**src/rtl/tdm_demux16.sv**
```systemverilog
// Receive side of the TDM link: rebuilds LANES serial slots into a parallel word
// and hands it to the consumer through a single valid/ready holding register.

module tdm_demux16_lane (
  input  logic clk,
  input  logic rst_n,
  input  logic i_wr,
  input  logic i_clr,
  input  logic i_din,
  input  logic i_load,
  output logic o_fill,
  output logic o_out
);
  logic r_fill, r_out;

  // A write beats the abandon-clear so lane 0 picks up the early-sof bit.
  always_ff @(posedge clk or negedge rst_n) begin
    if (!rst_n) begin
      r_fill <= 1'b0;
      r_out  <= 1'b0;
    end else begin
      if (i_wr)       r_fill <= i_din;
      else if (i_clr) r_fill <= 1'b0;
      if (i_load)     r_out  <= r_fill;
    end
  end

  assign o_fill = r_fill;
  assign o_out  = r_out;
endmodule

module tdm_demux16 #(
  parameter int LANES = 16,
  parameter int SELW  = 4
) (
  input  logic             clk,
  input  logic             rst_n,
  input  logic             din,
  input  logic             din_valid,
  input  logic             sof,
  output logic [LANES-1:0] out,
  output logic             out_valid,
  input  logic             out_ready,
  output logic [SELW-1:0]  slot,
  output logic             busy,
  output logic             sync_err,
  output logic             overrun,
  input  logic             clr_ovr
);
  typedef enum logic {IDLE, FILL} state_t;
  localparam logic [SELW-1:0] LAST = SELW'(LANES - 1);

  state_t            r_state;
  logic [SELW-1:0]   r_slot;
  logic              r_done, r_out_valid, r_sync_err, r_overrun;
  logic              w_accept, w_abandon, w_done, w_load;
  logic [SELW-1:0]   w_idx;
  logic [LANES-1:0]  w_wr, w_fill, w_out;

  assign w_accept  = din_valid & (sof | (r_state == FILL));
  assign w_idx     = sof ? '0 : r_slot;
  assign w_abandon = din_valid & sof & (r_state == FILL);
  assign w_done    = din_valid & ~sof & (r_state == FILL) & (r_slot == LAST);
  // Completed word moves out one cycle later, when the holder is free or draining.
  assign w_load    = r_done & (~r_out_valid | out_ready);

  for (genvar i = 0; i < LANES; i++) begin : g_lane
    assign w_wr[i] = w_accept & (w_idx == SELW'(i));
    tdm_demux16_lane u_lane (
      .clk    (clk),
      .rst_n  (rst_n),
      .i_wr   (w_wr[i]),
      .i_clr  (w_abandon),
      .i_din  (din),
      .i_load (w_load),
      .o_fill (w_fill[i]),
      .o_out  (w_out[i])
    );
  end

  always_ff @(posedge clk or negedge rst_n) begin
    if (!rst_n) begin
      r_state     <= IDLE;
      r_slot      <= '0;
      r_done      <= 1'b0;
      r_out_valid <= 1'b0;
      r_sync_err  <= 1'b0;
      r_overrun   <= 1'b0;
    end else begin
      r_sync_err <= w_abandon;
      r_done     <= w_done;
      if (w_accept) begin
        r_slot  <= w_idx + 1'b1;
        r_state <= w_done ? IDLE : FILL;
      end
      if (w_load)         r_out_valid <= 1'b1;
      else if (out_ready) r_out_valid <= 1'b0;
      if (r_done & r_out_valid & ~out_ready) r_overrun <= 1'b1;
      else if (clr_ovr)                      r_overrun <= 1'b0;
    end
  end

  assign out       = w_out;
  assign out_valid = r_out_valid;
  assign slot      = r_slot;
  assign busy      = (r_state == FILL);
  assign sync_err  = r_sync_err;
  assign overrun   = r_overrun;
endmodule

```
**config.mk**
```make
export PLATFORM = sky130hd
export DESIGN_NAME = tdm_demux16
export DESIGN_NICKNAME = d
export VERILOG_FILES = /design/src/rtl/tdm_demux16.sv
export SDC_FILE = /design/constraint.sdc
export NUM_CORES = 1
export LEC_CHECK = 0
export ABC_AREA = 1
export CAP_MARGIN = 0
export CORE_ASPECT_RATIO = 1.1
export CORE_MARGIN = 3
export CORE_UTILIZATION = 40
export DETAILED_ROUTE_END_ITERATION = 6
export MAX_ROUTING_LAYER = met4
export PLACE_DENSITY = 0.68
export SETUP_SLACK_MARGIN = 0.5
export SKIP_LAST_GASP = 1
export SYNTH_ARGS = -nofsm -noshare
export SYNTH_HDL_FRONTEND = slang
export SYNTH_HIERARCHICAL = 1
export SYNTH_SLANG_ARGS = --single-unit
export TNS_END_PERCENT = 100
```
**constraint.sdc**
```tcl
create_clock -name clk -period 2.7 [get_ports clk]
set_input_delay 0.27 -clock clk [delete_from_list [all_inputs] [get_ports clk]]
set_output_delay 0.27 -clock clk [all_outputs]
set_load 0.1 [all_outputs]
```
Word level (Yosys, flattened, before mapping)
Index checks and enable logic that the tools add are counted.

Bits in registers: 41. Input port bits: 7. Output and inout port bits: 24. Word-level logic and storage cells: 127.

Add/subtract/negate cells: 1. Equal/unequal tests: 16. Muxes and demuxes: 23. Bitwise logic cells: 30. Reductions and logical operators: 19.

Operator list (count): $eq 4x4->1 const B (9); $reduce_bool 2->1 (18); $and 1x1->1 (25); $mux 1 (22); $eq 4x3->1 const B (4); $eq 4x2->1 const B (2); $add 4x1->4 const B (1); $eq 4x1->1 const B (1); $logic_not 4->1 (1); $mux 4 (1); $not 1->1 (3); $or 1x1->1 (2).

Logic depth before layout (Yosys ltp)
Gate-level depths: netlist (run 1).

Depth in word-level cells: 5. Gate-level depth with buffers: 8. Gate-level depth less buffers: 8.

Hierarchy
The synthesis (run 1) kept the hierarchy.

By module, submodules not included: tdm_demux16_lane (times used 16, cells each 9, area an instance 77.6 um2, sequential area each 50.0 um2); tdm_demux16 (times used 1, cells each 83, area an instance 533.0 um2, sequential area each 225.2 um2).

Worst setup path after synthesis (run 1)
Ideal clock, no wire load.

Path kind: reg2reg. Start point: reg r_out_valid (netlist: out_valid). End point: reg g_lane[0].u_lane.r_out. Library setup time: 0.182 ns. Arrival: 2.219 ns. Data required time: 2.518 ns. Path slack: 0.299 ns. Stages on the path, launching flop included: 3. Buffers on the path: 0. Clock period less this slack: 2.401 ns. Cells stage by stage: dfrtp_1 a21oi_1 o21ai_1.

Word-level cells in the longest chain between the ends: 3.

RTL lines: start, declared (RTL line 55) `logic r_done, r_out_valid, r_sync_err, r_overrun;`; start signal, assigned (RTL line 86) `r_out_valid <= 1'b0;`; start signal, assigned (RTL line 96) `if (w_load) r_out_valid <= 1'b1;`; start signal, assigned (RTL line 97) `else if (out_ready) r_out_valid <= 1'b0;`; $not 1->1 (RTL line 65) `assign w_load = r_done & (~r_out_valid | out_ready);`; $or 1x1->1 (RTL line 65); $and 1x1->1 (RTL line 65); via w_load (RTL line 56) `logic w_accept, w_abandon, w_done, w_load;`; end signal, assigned (RTL line 24) `if (i_load) r_out <= r_fill;`; end, declared (RTL line 14) `logic r_fill, r_out;`.

The timed path passes the listed nets, and every way through them passes these cells. A chain may end at the register's enable or synchronous reset.

Final worst setup path (run 1)
Start point: in sof. End point: reg g_lane[0].u_lane.r_fill.

Word-level cells in the longest chain between the ends: 4. Elaborated cells on any way between the ends: 9. Those cells by class: 2 x mux; 5 x bitwise; 2 x reduce/logical.

RTL lines: start, declared (RTL line 40) `input logic sof,`; $mux 4 / $or 1x1->1 (equally long branches) (RTL line 61, 60); $logic_not 4->1 / $and 1x1->1 (equally long branches) (RTL line 68, 60); $and 1x1->1 (*) (RTL line 68) `assign w_wr[i] = w_accept & (w_idx == SELW'(i));`; via w_wr[0] (RTL line 58) `logic [LANES-1:0] w_wr, w_fill, w_out;`; $mux 1 / $reduce_bool 2->1 (equally long branches); end signal, assigned (RTL line 22) `if (i_wr) r_fill <= i_din;`; end, declared (RTL line 14).

The timed path passes the listed nets; every way through them passes the cells marked *.

==> metrics.yaml, run 1 <==
run_status:
  status: "completed"
setup_path:
  crit_buf_inv: 1
  crit_path_top_delay_cell: "clkdlybuf4s50_1"
  startpoint_type: "input port"
  path_class: "in -> reg"
  cpMostUsedCell: "nand2_1"
  crit_path_end_kind: "register"
  crit_arrival_ns: 1.67
  crit_path_max_fanout: 14
  critPathTopFamily: "simple AND/OR/NAND/NOR gates"
  crit_required_ns: 2.89
  crit_chain: "clkdlybuf4s50_1 -> nand2_1 -> nand2_2 -> nand3_1 -> nor3_1 -> nor2_1 -> nand2_1 -> nand2_1"
  slowest_delay_ns: 0.53
logic_synthesis:
  syn_area_sq_um: 1774
  yosys_warnings: 6
  yosys.area.top_type: "dfrtp_1"
  ys_seq_area_share_pct: 57.83
  netlist.area_leader.share_pct: 57.83
  ys_ff_latch: 41
  ys_types: 12
  syn_inst: 227
  syn_nets: 234
  synthTopCellsByArea: "dfrtp_1, nand2_1, nor2_1"
  avgSynthCellArea_sq_um: 7.816
timing:
  fin_ws_ns: 1.219
  relSlewSlack_pct: 40.14
  finalHoldViolations: 0
  fin_hold_ws_ns: 0.08918
  fmax_mhz: 675.4
  clock_skew_ns: 0.005245
  finalCritPeriodShare_pct: 54.83
  finalSetupViolations: 0
  rsz0062_at_grt: "no"
  fin_crit_ns: 1.481
  worst_pin_slew_ns: 0.8979
  slew_violations: 0
  fin_tns_setup_ns: 0
cts:
  insertion_delay_ns: 0.29
  clock_sinks: 41
  clkSlewWorstSetupHoldPaths_ns: 0.08
  post-cts-setup-buffers: 0
  cts_buffer_depth: 2
  root_buffer: "clkbuf_8"
  ctsResizeCount: 0
  cts_tree: "built"
  hold_buffers: 0
  cts_buffers: 5
  h-tree-depth: 2
die:
  die_height_microns: 75.85
  start_util_pct: 43.13
  core_area_sq_um: 4114
  row_count: 24
  top_level_ports: 31
  die_w_microns: 69.50
  dieArea_sq_um: 5272
drt:
  drt_iter0_drc: 62
  drt-vias-per-instance: 4.599
  first_pass_iters: 4
  antenna_left: 0
  drc_errors: 0
  wl_per_cell_microns: 10.72
  vias: 1467
  drt-total-wl_microns: 3420
global_route:
  grt_pass1_wl_microns: 5920
  antenna_found_initial: 0
  grt_usage_pct: 14.99
  grt_max_degree: 42
  first_global_vias: 1343
  grt_overflow: 0
cells_and_area:
  fill_cells: 403
  nets: 273
  diodes: 0
  drive_gt1_share_pct: 14.23
  instances_no_fill: 319
  syn_to_final_growth_pct: 23.70
placed_design:
  dp_slack_ns: 0.9356
  dp_hpwl_microns: 2372
  io_buffers: 30
  globalplace.congestion: 0.8816
  dp.cells: 311
pwr:
  leakage_uw: 0.001146
  peakVddDrop_uv: 424.9
  powerDensity_nw_per_um2: 714.5
flow_run:
  cap_violations: 0
hold_path:
  hp-class: "in -> async"
[flip-flops by register name (all words and copies together), names as in the netlist]
name and cells:
sync_err 1, overrun 1, out_valid 1, r_done 1, slot 4, busy 1
g_lane.u_lane/o_out 16, g_lane.u_lane/o_fill 16
[worst paths after layout]
check,depth (start not counted),end,slack (ns),startpoint
setup / recovery,8,g_lane[0].u_lane/o_fill,1.22,sof
hold / removal,1,g_lane[0].u_lane/o_out,0.09,rst_n
setup reg to reg,7,g_lane[10].u_lane/o_fill,1.31,slot[1]
hold reg to reg,2,g_lane[5].u_lane/o_fill,0.47,g_lane[5].u_lane/o_fill
max in group asynchronous,1,slot[0],2.03,rst_n
min in group clk,2,g_lane[5].u_lane/o_fill,0.47,g_lane[5].u_lane/o_fill
[through the flow]
step                      utilization, %  instance area, sq um  power (uW)
after global routing               53.35                  2195        1650
after floorplan                        -                  1778        1039
after CTS                          53.35                  2195        1588
after global placement             50.88                  2093        1143
after detailed placement           50.88                  2093        1146
final                              53.35                  2195        1568
[cells in the mapped netlist]
| cell | count |
|---|---|
| a21oi_1 | 1 |
| buf_4 | 1 |
| dfrtp_1 | 41 |
| inv_1 | 30 |
| nand2_1 | 82 |
| nand2_2 | 1 |
| nand3_1 | 9 |
| nor2_1 | 38 |
| nor3_1 | 3 |
| o21ai_0 | 4 |
| o21ai_1 | 16 |
| o22ai_1 | 1 |
[layout make-up]
type / instances / area, sq um / area share [%]
clock buffer: 7 / 96.34 / 4.390
timing repair buffer: 33 / 257.7 / 11.74
inverter: 30 / 112.6 / 5.131
multi-input combinational: 155 / 631.9 / 28.79
clock inverter: 1 / 5.005 / 0.2281
sequential: 41 / 1026 / 46.75
tap: 52 / 65.06 / 2.965
[cells by family after synthesis]
group,after synthesis,share of synthesized area (%)
AOI/OAI and AO/OA,22,6.277
DFF,41,57.83
and+or+nand+nor,133,29.13
buffers and inverters,31,6.770
[layout by cell type (no fill, tap or decap)]
master / synthesis / final
a21oi_2: 0 / 1
buf_2: 0 / 1
buf_4: 1 / 27
clkbuf_8: 0 / 7
clkdlybuf4s50_1: 0 / 5
clkinv_2: 0 / 1
dfrtp_1: 41 / 41
inv_1: 30 / 30
nand2_1: 82 / 82
nand2_2: 1 / 1
nand3_1: 9 / 9
nor2_1: 38 / 38
nor3_1: 3 / 3
o21ai_0: 4 / 4
o21ai_1: 16 / 16
o22ai_1: 1 / 1
[worst reg2reg max path, delay by kind of cell, from the launching register on]
kind | cells | cell delay (ns)
buf+inv | 1 | 0.08
flops | 1 | 0.42
simple gates | 6 | 0.78
[power by group]
| part | internal (uW) | switching [uW] |
|---|---|---|
| clock network | 231 | 205 |
| logic | 92.8 | 321 |
| registers | 671 | 48.0 |
| total | 995 | 573 |
[layer usage]
metal	vias to the layer above	GRT usage [%]	share of wire, %
met1	661	17.96	49
met2	31	23.62	44
met5	-	-	0
li1	769	-	-
met3	6	4.749	5.3
met4	0	6.508	1.8
Note: power is estimated with default switching activity, not from simulation.
==> inputs of run 2 (changes only) <==
clock period = 1.5 ns   (was 2.7 ns; I/O delays follow)
==> run 2 against run 1 <==
  * Global-route usage rose by 5.7 points
  * Core utilization rose by 24 points
  * Final area is 44% higher
  * Clock-buffer cell count is the same
  * Clock skew is 0.0012 ns lower
  * Clock power increased by 110%
  * Critical path type is now reg -> reg
  * Final cell count rose by 8.5%
  * Non-clock buffer count rose by 27
  * Sequential power rose by 91%
  * Sequential share of layout area fell by 14 points
  * Critical endpoint is now g_lane[8].u_lane/o_fill
  * Total power up 120%
==> metrics.yaml, run 2 (same netlist as run 1, synthesis figures left out) <==
cts:
  cts_tree: "built"
  cts_buffers: 5
  root_buffer: "clkbuf_8"
  clock_sinks: 41
  h-tree-depth: 2
  clkSlewWorstSetupHoldPaths_ns: 0.08
  insertion_delay_ns: 0.29
  cts_buffer_depth: 2
setup_path:
  crit_arrival_ns: 1.52
  startpoint_type: "register"
  crit_chain: "inv_4 -> nor2_4 -> nor2_1 -> nand2_2 -> nor2_2 -> nor2_1 -> nand2_1 -> nand2_1"
  crit_buf_inv: 1
  crit_path_top_delay_cell: "dfrtp_4"
  slowest_delay_ns: 0.52
  crit_path_max_fanout: 6
  critPathTopFamily: "simple AND/OR/NAND/NOR gates"
  crit_required_ns: 1.69
  path_class: "reg -> reg"
  crit_path_end_kind: "register"
drt:
  vias: 1735
  drc_errors: 0
  antenna_left: 0
  drt_iter0_drc: 90
  first_pass_iters: 6
  drt-vias-per-instance: 5.014
  wl_per_cell_microns: 15.15
  drt-total-wl_microns: 5242
timing:
  finalSetupViolations: 0
  finalCritPeriodShare_pct: 89.23
  worst_pin_slew_ns: 0.2280
  fin_ws_ns: 0.1616
  relSlewSlack_pct: 84.75
  finalHoldViolations: 0
  fmax_mhz: 747.2
  fin_crit_ns: 1.338
  slew_violations: 0
  clock_skew_ns: 0.004076
  rsz0062_at_grt: "yes"
global_route:
  grt_usage_pct: 20.66
  grt_overflow: 0
  first_global_vias: 1714
  grt_pass1_wl_microns: 8142
  antenna_found_initial: 0
  grt_max_degree: 42
die:
  die_height_microns: 75.85
  start_util_pct: 43.13
  die_w_microns: 69.50
  top_level_ports: 31
  row_count: 24
  dieArea_sq_um: 5272
  core_area_sq_um: 4114
cells_and_area:
  diodes: 0
  nets: 300
  final_common_cell: "nand2_1"
  syn_to_final_growth_pct: 78.70
  drive_gt1_share_pct: 45.92
  mostFrequentLayoutCells: "nand2_1, dfrtp_1, buf_12"
  instances_no_fill: 346
  final_area_sq_um: 3171
  final_core_util_pct: 77.07
placed_design:
  post_dp_cell_area_sq_um: 2571
  globalplace.congestion: 0.8014
  dp_hpwl_microns: 2671
  dp.cells: 316
  dp_slack_ns: -0.06983
  io_buffers: 30
pwr:
  power_uw: 3490
  powerDensity_nw_per_um2: 1101
  peakVddDrop_uv: 1302
  leakage_uw: 0.001487
hold_path:
  hp-class: "in -> async"
run_status:
  status: "completed"
flow_run:
  cap_violations: 0
[run 2: path summary, 6_finish.rpt]
path | startpoint | endpoint | slack [ns] | cells past startpoint
worst min-delay path | rst_n | slot[2] | 0.37 | 3
worst max-delay path | slot[1] | g_lane[8].u_lane/o_fill | 0.16 | 8
worst min register to register | g_lane[3].u_lane/o_fill | g_lane[3].u_lane/o_fill | 0.48 | 2
max in group asynchronous | rst_n | slot[1] | 0.91 | 3
worst max register to register | slot[1] | g_lane[8].u_lane/o_fill | 0.16 | 8
min in group clk | din_valid | r_done | 0.42 | 5
[run 2: layout make-up]
type                       instances  area, sq um
clock buffer                       7        86.33
clock inverter                     1        30.03
multi-input combinational        155        902.1
sequential                        41         1051
timing repair buffer              60        918.4
tap                               52        65.06
inverter                          30        117.6
fill                             254        943.4
[run 2: per-stage QoR]
step                setup TNS (ns)  hold WS (ns)
finish                           0        0.3732
global route                     0        0.4115
CTS                              0        0.3837
detailed placement         -0.1641        0.1582
global placement          -0.03842        0.1390
floorplan                        0       -0.1456
[run 2: worst min-delay path: stages]
cell           delay [ns]
dlygate4sd3_1        0.52
buf_2                0.13
buf_12               0.23
[run 2: power breakdown]
| group | total [uW] | switching (uW) | internal (uW) |
|---|---|---|---|
| Sequential | 1370 | 137 | 1230 |
| Combinational | 1200 | 762 | 438 |
| Clock | 919 | 377 | 543 |
[run 2: metal layers]
layer / vias to the layer above / routed length, microns / share of wire, % / GRT usage (%)
met2: 60 / 2828 / 54 / 35.49
met1: 841 / 2031 / 39 / 24.62
met4: 0 / 71 / 1.4 / 8.677
met5: - / 0 / 0 / -
li1: 825 / - / - / -
met3: 9 / 311 / 5.9 / 3.298
[run 2: repair_timing]
item / in CTS / in global routing
gates resized for setup: 33 / 39
pin swaps: 4 / 10
buffers inserted: 11 / 7
setup endpoints to repair: 62 / 63
hold buffers: 1 / 0
endpoints found under the hold margin: 41 / 0
cloned: 3 / 0
==> inputs of run 3 (changes only) <==
GPL_TIMING_DRIVEN = 0   (was default)
==> run 3 against run 2 <==
  * Core utilization is 1.6 points lower
  * Via count is 2.3% lower
  * Final cell count is 0.87% lower
  * Non-clock buffer count is 4 lower
  * Combinational power hardly changed
  * Clock skew is 0.0046 ns higher
  * First-iteration DRC count is 38% lower
  * Flip-flop and latch count stayed put
  * Global-route usage is 2.4 points lower
  * Clock-buffer cell count is 1 lower
  * Critical path depth is 1 lower
==> metrics.yaml, run 3 (same netlist as run 1, synthesis figures left out) <==
cts:
  clock_sinks: 41
  h-tree-depth: 2
  insertion_delay_ns: 0.30
  root_buffer: "clkbuf_8"
  cts_buffer_depth: 2
  cts_tree: "built"
  clkSlewWorstSetupHoldPaths_ns: 0.08
  cts_buffers: 5
setup_path:
  path_class: "reg -> reg"
  rr_startpoint: "slot[0]"
  crit_buf_inv: 2
  crit_path_max_fanout: 5
  critPathTopFamily: "simple AND/OR/NAND/NOR gates"
  cp-startpoint: "slot[0]"
  startpoint_type: "register"
  crit_arrival_ns: 1.54
  crit_chain: "inv_4 -> nor2_4 -> inv_1 -> nor3_2 -> nor2_1 -> nand2_1 -> nand2_1"
  crit_path_top_delay_cell: "dfrtp_4"
  slowest_delay_ns: 0.45
  crit_path_end_kind: "register"
  cpMostUsedCell: "nand2_1"
  crit_required_ns: 1.69
pwr:
  peakVddDrop_uv: 1271
  leakage_uw: 0.001554
  powerDensity_nw_per_um2: 1063
  power_uw: 3302
placed_design:
  dp_slack_ns: -0.3056
  dp_hpwl_microns: 2462
  globalplace.congestion: 0.8622
  io_buffers: 30
  post_dp_cell_area_sq_um: 2272
timing:
  finalHoldViolations: 0
  rsz0062_at_grt: "yes"
  clock_skew_ns: 0.008702
  fin_crit_ns: 1.345
  fin_tns_setup_ns: 0
  relSlewSlack_pct: 59.83
  fmax_mhz: 743.4
  finalCritPeriodShare_pct: 89.68
  slew_violations: 0
  finalSetupViolations: 0
  worst_pin_slew_ns: 0.6006
  fin_ws_ns: 0.1549
die:
  die_height_microns: 75.85
  top_level_ports: 31
  row_count: 24
  core_area_sq_um: 4114
  dieArea_sq_um: 5272
  die_w_microns: 69.50
  start_util_pct: 43.13
hold_path:
  hp-class: "in -> async"
cells_and_area:
  drive_gt1_share_pct: 46.39
  nets: 297
  mostFrequentLayoutCells: "nand2_1, dfrtp_1, inv_1"
  syn_to_final_growth_pct: 75.04
  final_core_util_pct: 75.49
  diodes: 0
  final_common_cell: "nand2_1"
  fill_cells: 261
  final_area_sq_um: 3105
global_route:
  grtUsageMet2_pct: 31.89
  top_usage_layer: "met2"
  antenna_found_initial: 0
  met1_usage_pct: 20.88
  grt_overflow: 0
  grtUsageMet3_pct: 3.034
  grt_pass1_wl_microns: 7196
  first_global_vias: 1588
  grt_usage_pct: 18.23
  grt_max_degree: 24
drt:
  drc_errors: 0
  drt-total-wl_microns: 4746
  drt_iter0_drc: 56
  vias: 1695
  wl_per_cell_microns: 13.84
  drt-vias-per-instance: 4.942
  antenna_left: 0
  first_pass_iters: 4
run_status:
  status: "completed"
flow_run:
  cap_violations: 0
==> run 3: cell types whose count changed in the layout (fill, tap and decap cells not counted), moves of 3 or more <==
| cell | delta |
|---|---|
| nand2_1 | -7 |
| o21ai_2 | -3 |
| nand2_4 | +6 |
| buf_12 | -6 |
==> run 3: what timing repair did <==
action,4_1_cts,5_1_grt
gates resized for setup,216,74
endpoints found under the hold margin,18,0
pin swaps,10,7
hold buffers,1,0
cloned,1,1
buffers inserted,13,9
endpoints found under the setup margin,63,62
==> run 3: worst paths after layout <==
check,endpoint,slack [ns],cells after the start
min reg2reg,g_lane[11].u_lane/o_out,0.50,2
max,g_lane[1].u_lane/o_fill,0.15,7
min in group clk,slot[1],0.37,5
max in group asynchronous,slot[0],0.65,3
min,slot[1],0.36,2
max reg2reg,g_lane[1].u_lane/o_fill,0.15,7
==> run 3: worst reg2reg max path: cells and delay by family (launching register included) <==
family	cells	cell delay [ns]
AND/OR/NAND/NOR	5	0.62
flip-flops	1	0.45
buffers and inverters	2	0.16
==> run 3: final cells by class <==
class / instances / area [sq um] / share of cell area (%)
timing repair buffer: 55 / 789.5 / 25.42
sequential: 41 / 1051 / 33.84
clock inverter: 2 / 13.76 / 0.4432
inverter: 30 / 117.6 / 3.787
clock buffer: 6 / 82.58 / 2.659
tap: 52 / 65.06 / 2.095
multi-input combinational: 156 / 970.9 / 31.27
buffer: 1 / 15.01 / 0.4835
==> run 3: through the flow <==
stage,hold slack [ns],instances
4_1_cts,0.3437,333
3_3_place_gp,0.4551,309
3_5_place_dp,0.1307,310
2_1_floorplan,-0.1456,227
5_1_grt,0.3807,343
6_report,0.3620,343
==> run 3: metal layers <==
metal / share of wire [%] / vias up
met5: 0 / -
met4: 2.6 / 0
met3: 4.8 / 10
met2: 51 / 48
met1: 42 / 819
li1: - / 818
==> run 3: where the power goes <==
part           internal, uW  switching, uW
Combinational           410            763
Sequential             1230            131
Clock                   373            391
